**config.mk**
```make
export PLATFORM = sky130hd
export DESIGN_NAME = reset_sequencer
export DESIGN_NICKNAME = d
export VERILOG_FILES = /design/src/rtl/reset_sequencer.sv
export SDC_FILE = /design/constraint.sdc
export NUM_CORES = 1
export LEC_CHECK = 0
export ABC_AREA = 0
export BUFFER_PORTS_ARGS = -buffer_cell sky130_fd_sc_hd__buf_2
export CELL_PAD_IN_SITES_DETAIL_PLACEMENT = 0
export CELL_PAD_IN_SITES_GLOBAL_PLACEMENT = 1
export CORE_ASPECT_RATIO = 1.5
export CORE_MARGIN = 1.5
export CORE_UTILIZATION = 43
export DETAILED_ROUTE_END_ITERATION = 6
export GPL_ROUTABILITY_DRIVEN = 0
export PLACE_DENSITY_LB_ADDON = 0.15
export SYNTH_ARGS = -nofsm -noshare
export SYNTH_HDL_FRONTEND = slang
export SYNTH_SLANG_ARGS = --single-unit
```
**constraint.sdc**
```tcl
create_clock -name clk -period 1.9 [get_ports clk]
set_input_delay 0.57 -clock clk [delete_from_list [all_inputs] [get_ports clk]]
set_output_delay 0.57 -clock clk [all_outputs]
set_load 0.05 [all_outputs]
```
**src/rtl/reset_sequencer.sv**
```systemverilog
// rtl/reset_sequencer.sv - power-on / soft reset sequencer: DCLO, ACLO, staged domain release, power-fail lead
// Optional button debounce filter enabled by defining RESET_SEQ_DEBOUNCE_EN.
module reset_sequencer #(
  parameter int DCLO_CLK     = 24,
  parameter int ACLO_CLK     = 240,
  parameter int PFAIL_CLK    = 16,
  parameter int N            = 3,
  parameter int STEP_CLK     = 8,
  parameter int SYNC_STAGES  = 2,
  parameter int DEBOUNCE_CLK = 1000
) (
  input  logic         clk,
  input  logic         reset,
  input  logic         button,
  input  logic         plock,
  output logic         dclo,
  output logic         aclo,
  output logic [N-1:0] rel,
  output logic         ready
);

  localparam logic [2:0] S_DCLO  = 3'd0;
  localparam logic [2:0] S_ACLO  = 3'd1;
  localparam logic [2:0] S_STAGE = 3'd2;
  localparam logic [2:0] S_RUN   = 3'd3;
  localparam logic [2:0] S_PFAIL = 3'd4;

  localparam int MAX_A = (DCLO_CLK > ACLO_CLK) ? DCLO_CLK : ACLO_CLK;
  localparam int MAX_B = (PFAIL_CLK > STEP_CLK) ? PFAIL_CLK : STEP_CLK;
  localparam int MAXC  = (MAX_A > MAX_B) ? MAX_A : MAX_B;
  localparam int CW    = $clog2(MAXC + 1);

  if (DCLO_CLK < 1 || ACLO_CLK < 1 || PFAIL_CLK < 1 || N < 1 || STEP_CLK < 1 ||
      SYNC_STAGES < 2 || DEBOUNCE_CLK < 1) begin : g_param_check
    $error("reset_sequencer: illegal parameter value");
  end

  logic [SYNC_STAGES-1:0] sync_b_q;
  logic [SYNC_STAGES-1:0] sync_p_q;
  logic                   sb_raw;
  logic                   sb;
  logic                   sp;

  always_ff @(posedge clk) begin
    if (reset) begin
      sync_b_q <= '0;
      sync_p_q <= '0;
    end else begin
      sync_b_q <= {sync_b_q[SYNC_STAGES-2:0], button};
      sync_p_q <= {sync_p_q[SYNC_STAGES-2:0], plock};
    end
  end

  assign sb_raw = sync_b_q[SYNC_STAGES-1];
  assign sp     = sync_p_q[SYNC_STAGES-1];

`ifdef RESET_SEQ_DEBOUNCE_EN
  localparam int DW = $clog2(DEBOUNCE_CLK + 1);

  logic          sb_q;
  logic [DW-1:0] deb_cnt_q;

  // Filtered level only follows the synchronised button after DEBOUNCE_CLK differing samples in a row.
  always_ff @(posedge clk) begin
    if (reset) begin
      sb_q      <= 1'b0;
      deb_cnt_q <= '0;
    end else if (sb_raw == sb_q) begin
      deb_cnt_q <= '0;
    end else if (deb_cnt_q == DW'(DEBOUNCE_CLK - 1)) begin
      sb_q      <= sb_raw;
      deb_cnt_q <= '0;
    end else begin
      deb_cnt_q <= deb_cnt_q + DW'(1);
    end
  end

  assign sb = sb_q;
`else
  assign sb = sb_raw;
`endif

  logic [2:0]    state_q, state_d;
  logic [CW-1:0] cnt_q, cnt_d;
  logic [N-1:0]  rel_q, rel_d;
  logic          dclo_q, aclo_q, ready_q;

  always_comb begin
    state_d = state_q;
    cnt_d   = cnt_q + CW'(1);
    rel_d   = rel_q;
    case (state_q)
      S_DCLO: begin
        rel_d = '0;
        if (sb) begin
          cnt_d = '0;
        end else if (cnt_q == CW'(DCLO_CLK - 1)) begin
          state_d = S_ACLO;
          cnt_d   = '0;
        end
      end
      S_ACLO: begin
        if (sb) begin
          state_d = S_DCLO;
          cnt_d   = '0;
        end else if (cnt_q == CW'(ACLO_CLK - 1)) begin
          state_d = S_STAGE;
          cnt_d   = '0;
        end
      end
      S_STAGE: begin
        if (sb) begin
          state_d = S_DCLO;
          cnt_d   = '0;
          rel_d   = '0;
        end else if (&rel_q) begin
          state_d = S_RUN;
          cnt_d   = '0;
        end else if (cnt_q == CW'(STEP_CLK - 1)) begin
          rel_d = (rel_q << 1) | N'(1);
          cnt_d = '0;
        end
      end
      S_RUN: begin
        cnt_d = '0;
        if (sb) begin
          state_d = S_PFAIL;
          rel_d   = '0;
        end
      end
      S_PFAIL: begin
        rel_d = '0;
        if (cnt_q == CW'(PFAIL_CLK - 1)) begin
          state_d = S_DCLO;
          cnt_d   = '0;
        end
      end
      default: begin
        state_d = S_DCLO;
        cnt_d   = '0;
        rel_d   = '0;
      end
    endcase
    // A hard request overrides everything, including a pending soft request.
    if (sp) begin
      state_d = S_DCLO;
      cnt_d   = '0;
      rel_d   = '0;
    end
  end

  always_ff @(posedge clk) begin
    if (reset) begin
      state_q <= S_DCLO;
      cnt_q   <= '0;
      rel_q   <= '0;
      dclo_q  <= 1'b1;
      aclo_q  <= 1'b1;
      ready_q <= 1'b0;
    end else begin
      state_q <= state_d;
      cnt_q   <= cnt_d;
      rel_q   <= rel_d;
      dclo_q  <= (state_d == S_DCLO);
      aclo_q  <= (state_d == S_DCLO) || (state_d == S_ACLO) || (state_d == S_PFAIL);
      ready_q <= (state_d == S_RUN);
    end
  end

  assign dclo  = dclo_q;
  assign aclo  = aclo_q;
  assign rel   = rel_q;
  assign ready = ready_q;

endmodule

```
==> load_flow_metrics.sql <==
INSERT INTO impl_metrics (metric_group, metric, value, unit) VALUES
('run_status', 'outcome', 'finished clean', ''),
('worst_setup_path', 'regToRegStartpoint', 'cnt_q[0]', ''),
('drt', 'first_pass_iters', '4', ''),
('worst_setup_path', 'timing.critical_path.from_type', 'flop', ''),
('sta', 'least_setup_slack_across_all_paths_after_layout', '0.176', 'ns'),
('sta', 'fin_hold_ws', '0.446', 'ns'),
('worst_setup_path', 'critical_path.top_delay_family', 'simple AND/OR/NAND/NOR gates', ''),
('power_and_ir_drop', 'ir_drop', '0.550', 'mV'),
('hold_path', 'holdCritPathClass', 'reg2reg', ''),
('synthesis', 'mappedNetlistArea', '947', 'um^2'),
('sta', 'slew_viols_final', '0', ''),
('placement', 'placement.io_buffers', '9', ''),
('sta', 'worstMarginPinSlew', '0.490', 'ns'),
('floorplan', 'die_x', '41.3', 'um'),
('worst_setup_path', 'cp_slowest_stage_delay', '0.50', 'ns'),
('worst_setup_path', 'crit_arrival', '1.97', 'ns'),
('placement', 'pre_cts_slack', '0.138', 'ns'),
('grt', 'number_of_global_route_vias_before_repair', '737', ''),
('clock_network', 'tritoncts', 'done', ''),
('drt', 'detail-route-antenna-nets', '0', ''),
('placement', 'detailed_place_hpwl', '1310', 'um'),
('clock_network', 'holdBufCountCts', '0', ''),
('synthesis', 'synthesis_warnings', '0', ''),
('sta', 'achievable-frequency', '580', 'MHz'),
('grt', 'largest_net_degree_at_the_start_of_global_routing', '13', ''),
('drt', 'routed_wire_length_per_instance', '13.1', 'um'),
('floorplan', 'num_io_pins', '10', ''),
('grt', 'global_route.overflow_total', '0', ''),
('clock_network', 'cts_setup_buffers', '0', ''),
('clock_network', 'tritoncts_num_sinks', '21', ''),
('drt', 'first_iter_violations', '9', ''),
('sta', 'clock_skew', '0.00136', 'ns'),
('worst_setup_path', 'worstSetupEndpointType', 'flop', ''),
('synthesis', 'synth_top_area_cell', 'sky130_fd_sc_hd__dfxtp_1', ''),
('worst_setup_path', 'worst_path_max_delay_cell', 'sky130_fd_sc_hd__nor4bb_1', ''),
('floorplan', 'overall_die_area', '2500', 'um^2'),
('grt', 'grt_antenna_before_repair', '0', ''),
('synthesis', 'post-synth-top-count-cell', 'sky130_fd_sc_hd__dfxtp_1', ''),
('grt', 'grt_use_total', '17.3', '%'),
('sta', 'tns', '0', 'ns'),
('sta', 'final_min_period_over_clock_period', '90.7', '%'),
('drt', 'num_vias', '739', ''),
('worst_setup_path', 'crit-reg2reg-capture', 'rel[2]', ''),
('synthesis', 'synth.avg_cell_area', '9.87', 'um^2'),
('synthesis', 'synth_area_leaders', 'sky130_fd_sc_hd__dfxtp_1 (44%), sky130_fd_sc_hd__a21oi_1 (5.8%), sky130_fd_sc_hd__xor2_1 (3.7%)', ''),
('clock_network', 'cts_repair_resize_count', '0', ''),
('drt', 'finalWirelength', '1720', 'um'),
('run', 'max-cap-violations', '0', ''),
('clock_network', 'max-clock-path-buffers', '2', ''),
('drt', 'vias_per_cell', '5.64', ''),
('sta', 'timing.final.hold_violations', '0', ''),
('hold_path', 'hold_path.startpoint', 'sync_b_q[0]', ''),
('sta', 'setup_violations', '0', ''),
('synthesis', 'synth.top_cells.by_count', 'sky130_fd_sc_hd__dfxtp_1 (21), sky130_fd_sc_hd__a21oi_1 (11), sky130_fd_sc_hd__nand2_1 (6)', ''),
('synthesis', 'syn_nets', '101', ''),
('layout', 'proportion_of_layout_cells_with_a_drive_suffix_above_1', '20.2', '%'),
('clock_network', 'cts.root.buffer_cell', 'sky130_fd_sc_hd__clkbuf_4', ''),
('worst_setup_path', 'timing_worst_setup_path_type', 'reg2reg', ''),
('power_and_ir_drop', 'p_per_area', '667', 'nW/um^2'),
('worst_setup_path', 'regToRegSetupSlack', '0.18', 'ns'),
('worst_setup_path', 'crit_chain', 'ha_1 > and4bb_2 > nand3_1 > nor4bb_1 > a32o_1', ''),
('synthesis', 'synthesis.instances', '96', ''),
('synthesis', 'ys_ff_latch', '21', ''),
('layout', 'final_nets', '115', ''),
('power_and_ir_drop', 'cellLeakagePower', '0.429', 'nW'),
('floorplan', 'core_region_area', '2050', 'um^2'),
('floorplan', 'initial_utilization', '46.2', '%'),
('sta', 'min_period', '1.72', 'ns'),
('clock_network', 'tritoncts.num_buffers', '3', ''),
('sta', 'slew_headroom', '66.9', '%'),
('worst_setup_path', 'reg2regPathDepth', '5', '');
## layer usage
metal  up-vias  part of all wire, %  GRT usage [%]
li1        383                    -              -
met1       344                   42           19.5
met2         8                   55           29.2
met3         4                  1.8           2.56
met4         0                  1.7           10.1
met5         -                    0              0
## registers in the layout, summed over array words and instances (netlist names)
name      flops
cnt_q         8
rel           3
state_q       3
sync_b_q      2
sync_p_q      2
aclo          1
dclo          1
ready         1
## cells in the final DEF (no fill, tap or decap), drive strengths merged, types with 2 or more instances in the layout
cell type / Yosys / routed
xnor2: 2 / 2
nor2: 2 / 2
nor3: 3 / 3
a32o: 2 / 2
a21o: 2 / 2
clkbuf: 0 / 4
or4b: 2 / 2
o21ai: 3 / 3
a21oi: 11 / 11
buf: 1 / 10
dfxtp: 21 / 21
nor4: 2 / 2
nand3: 5 / 5
nand2: 6 / 6
and3: 4 / 4
xor2: 4 / 4
and4b: 2 / 2
nor2b: 6 / 6
a21boi: 3 / 3
## worst max path at each step
| stage | startpoint | endpoint | slack, ns | depth (start not counted) |
|---|---|---|---|---|
| global route | cnt_q[0] | rel[1] | 0.009 | 5 |
| global placement | reset | rel[2] | 0.17 | 4 |
| floorplan | rel[0] | cnt_q[0] | 0.30 | 4 |
| detailed placement | reset | rel[2] | 0.14 | 4 |
| finish | cnt_q[0] | rel[2] | 0.18 | 5 |
| CTS | cnt_q[0] | rel[2] | 0.15 | 5 |
## final cells by class
type / instances / area, um^2
inverter: 1 / 3.75
sequential: 21 / 420
timing repair buffer: 10 / 52.6
tap: 22 / 27.5
multi-input combinational: 73 / 512
fill: 202 / 1010
clock buffer: 4 / 26.3
## metrics by stage
step           total power [mW]  std cells  utilization [%]
2_1_floorplan             0.484         96                -
3_3_place_gp              0.494        127             49.5
3_5_place_dp              0.495        127             49.5
4_1_cts                   0.710        131             50.8
5_1_grt                   0.729        131             50.8
6_report                  0.695        131             50.8
## power breakdown
part | total [mW] | internal (mW) | switching [mW]
Clock | 0.211 | 0.0818 | 0.129
Sequential | 0.456 | 0.449 | 0.00706
Combinational | 0.0284 | 0.0133 | 0.0151
Total | 0.695 | 0.544 | 0.151
## worst reg2reg max path, cell delays in order (launching register included)
cell	delay, ns
sky130_fd_sc_hd__dfxtp_1	0.39
sky130_fd_sc_hd__ha_1	0.24
sky130_fd_sc_hd__and4bb_2	0.28
sky130_fd_sc_hd__nand3_1	0.08
sky130_fd_sc_hd__nor4bb_1	0.50
sky130_fd_sc_hd__a32o_1	0.19
## kinds of logic (layout without fill, tap and decap cells)
group | after synthesis | count (layout) | share of synthesized area [%]
AND/OR/NAND/NOR | 39 | 39 | 27.5
AO/OA/AOI/OAI | 26 | 26 | 18.6
flip-flops | 21 | 21 | 44.4
XOR/XNOR | 6 | 6 | 5.55
adder cells (fa/ha/maj) | 2 | 2 | 2.38
buffers and inverters | 2 | 15 | 1.58
(Power assumes the default switching activity.)
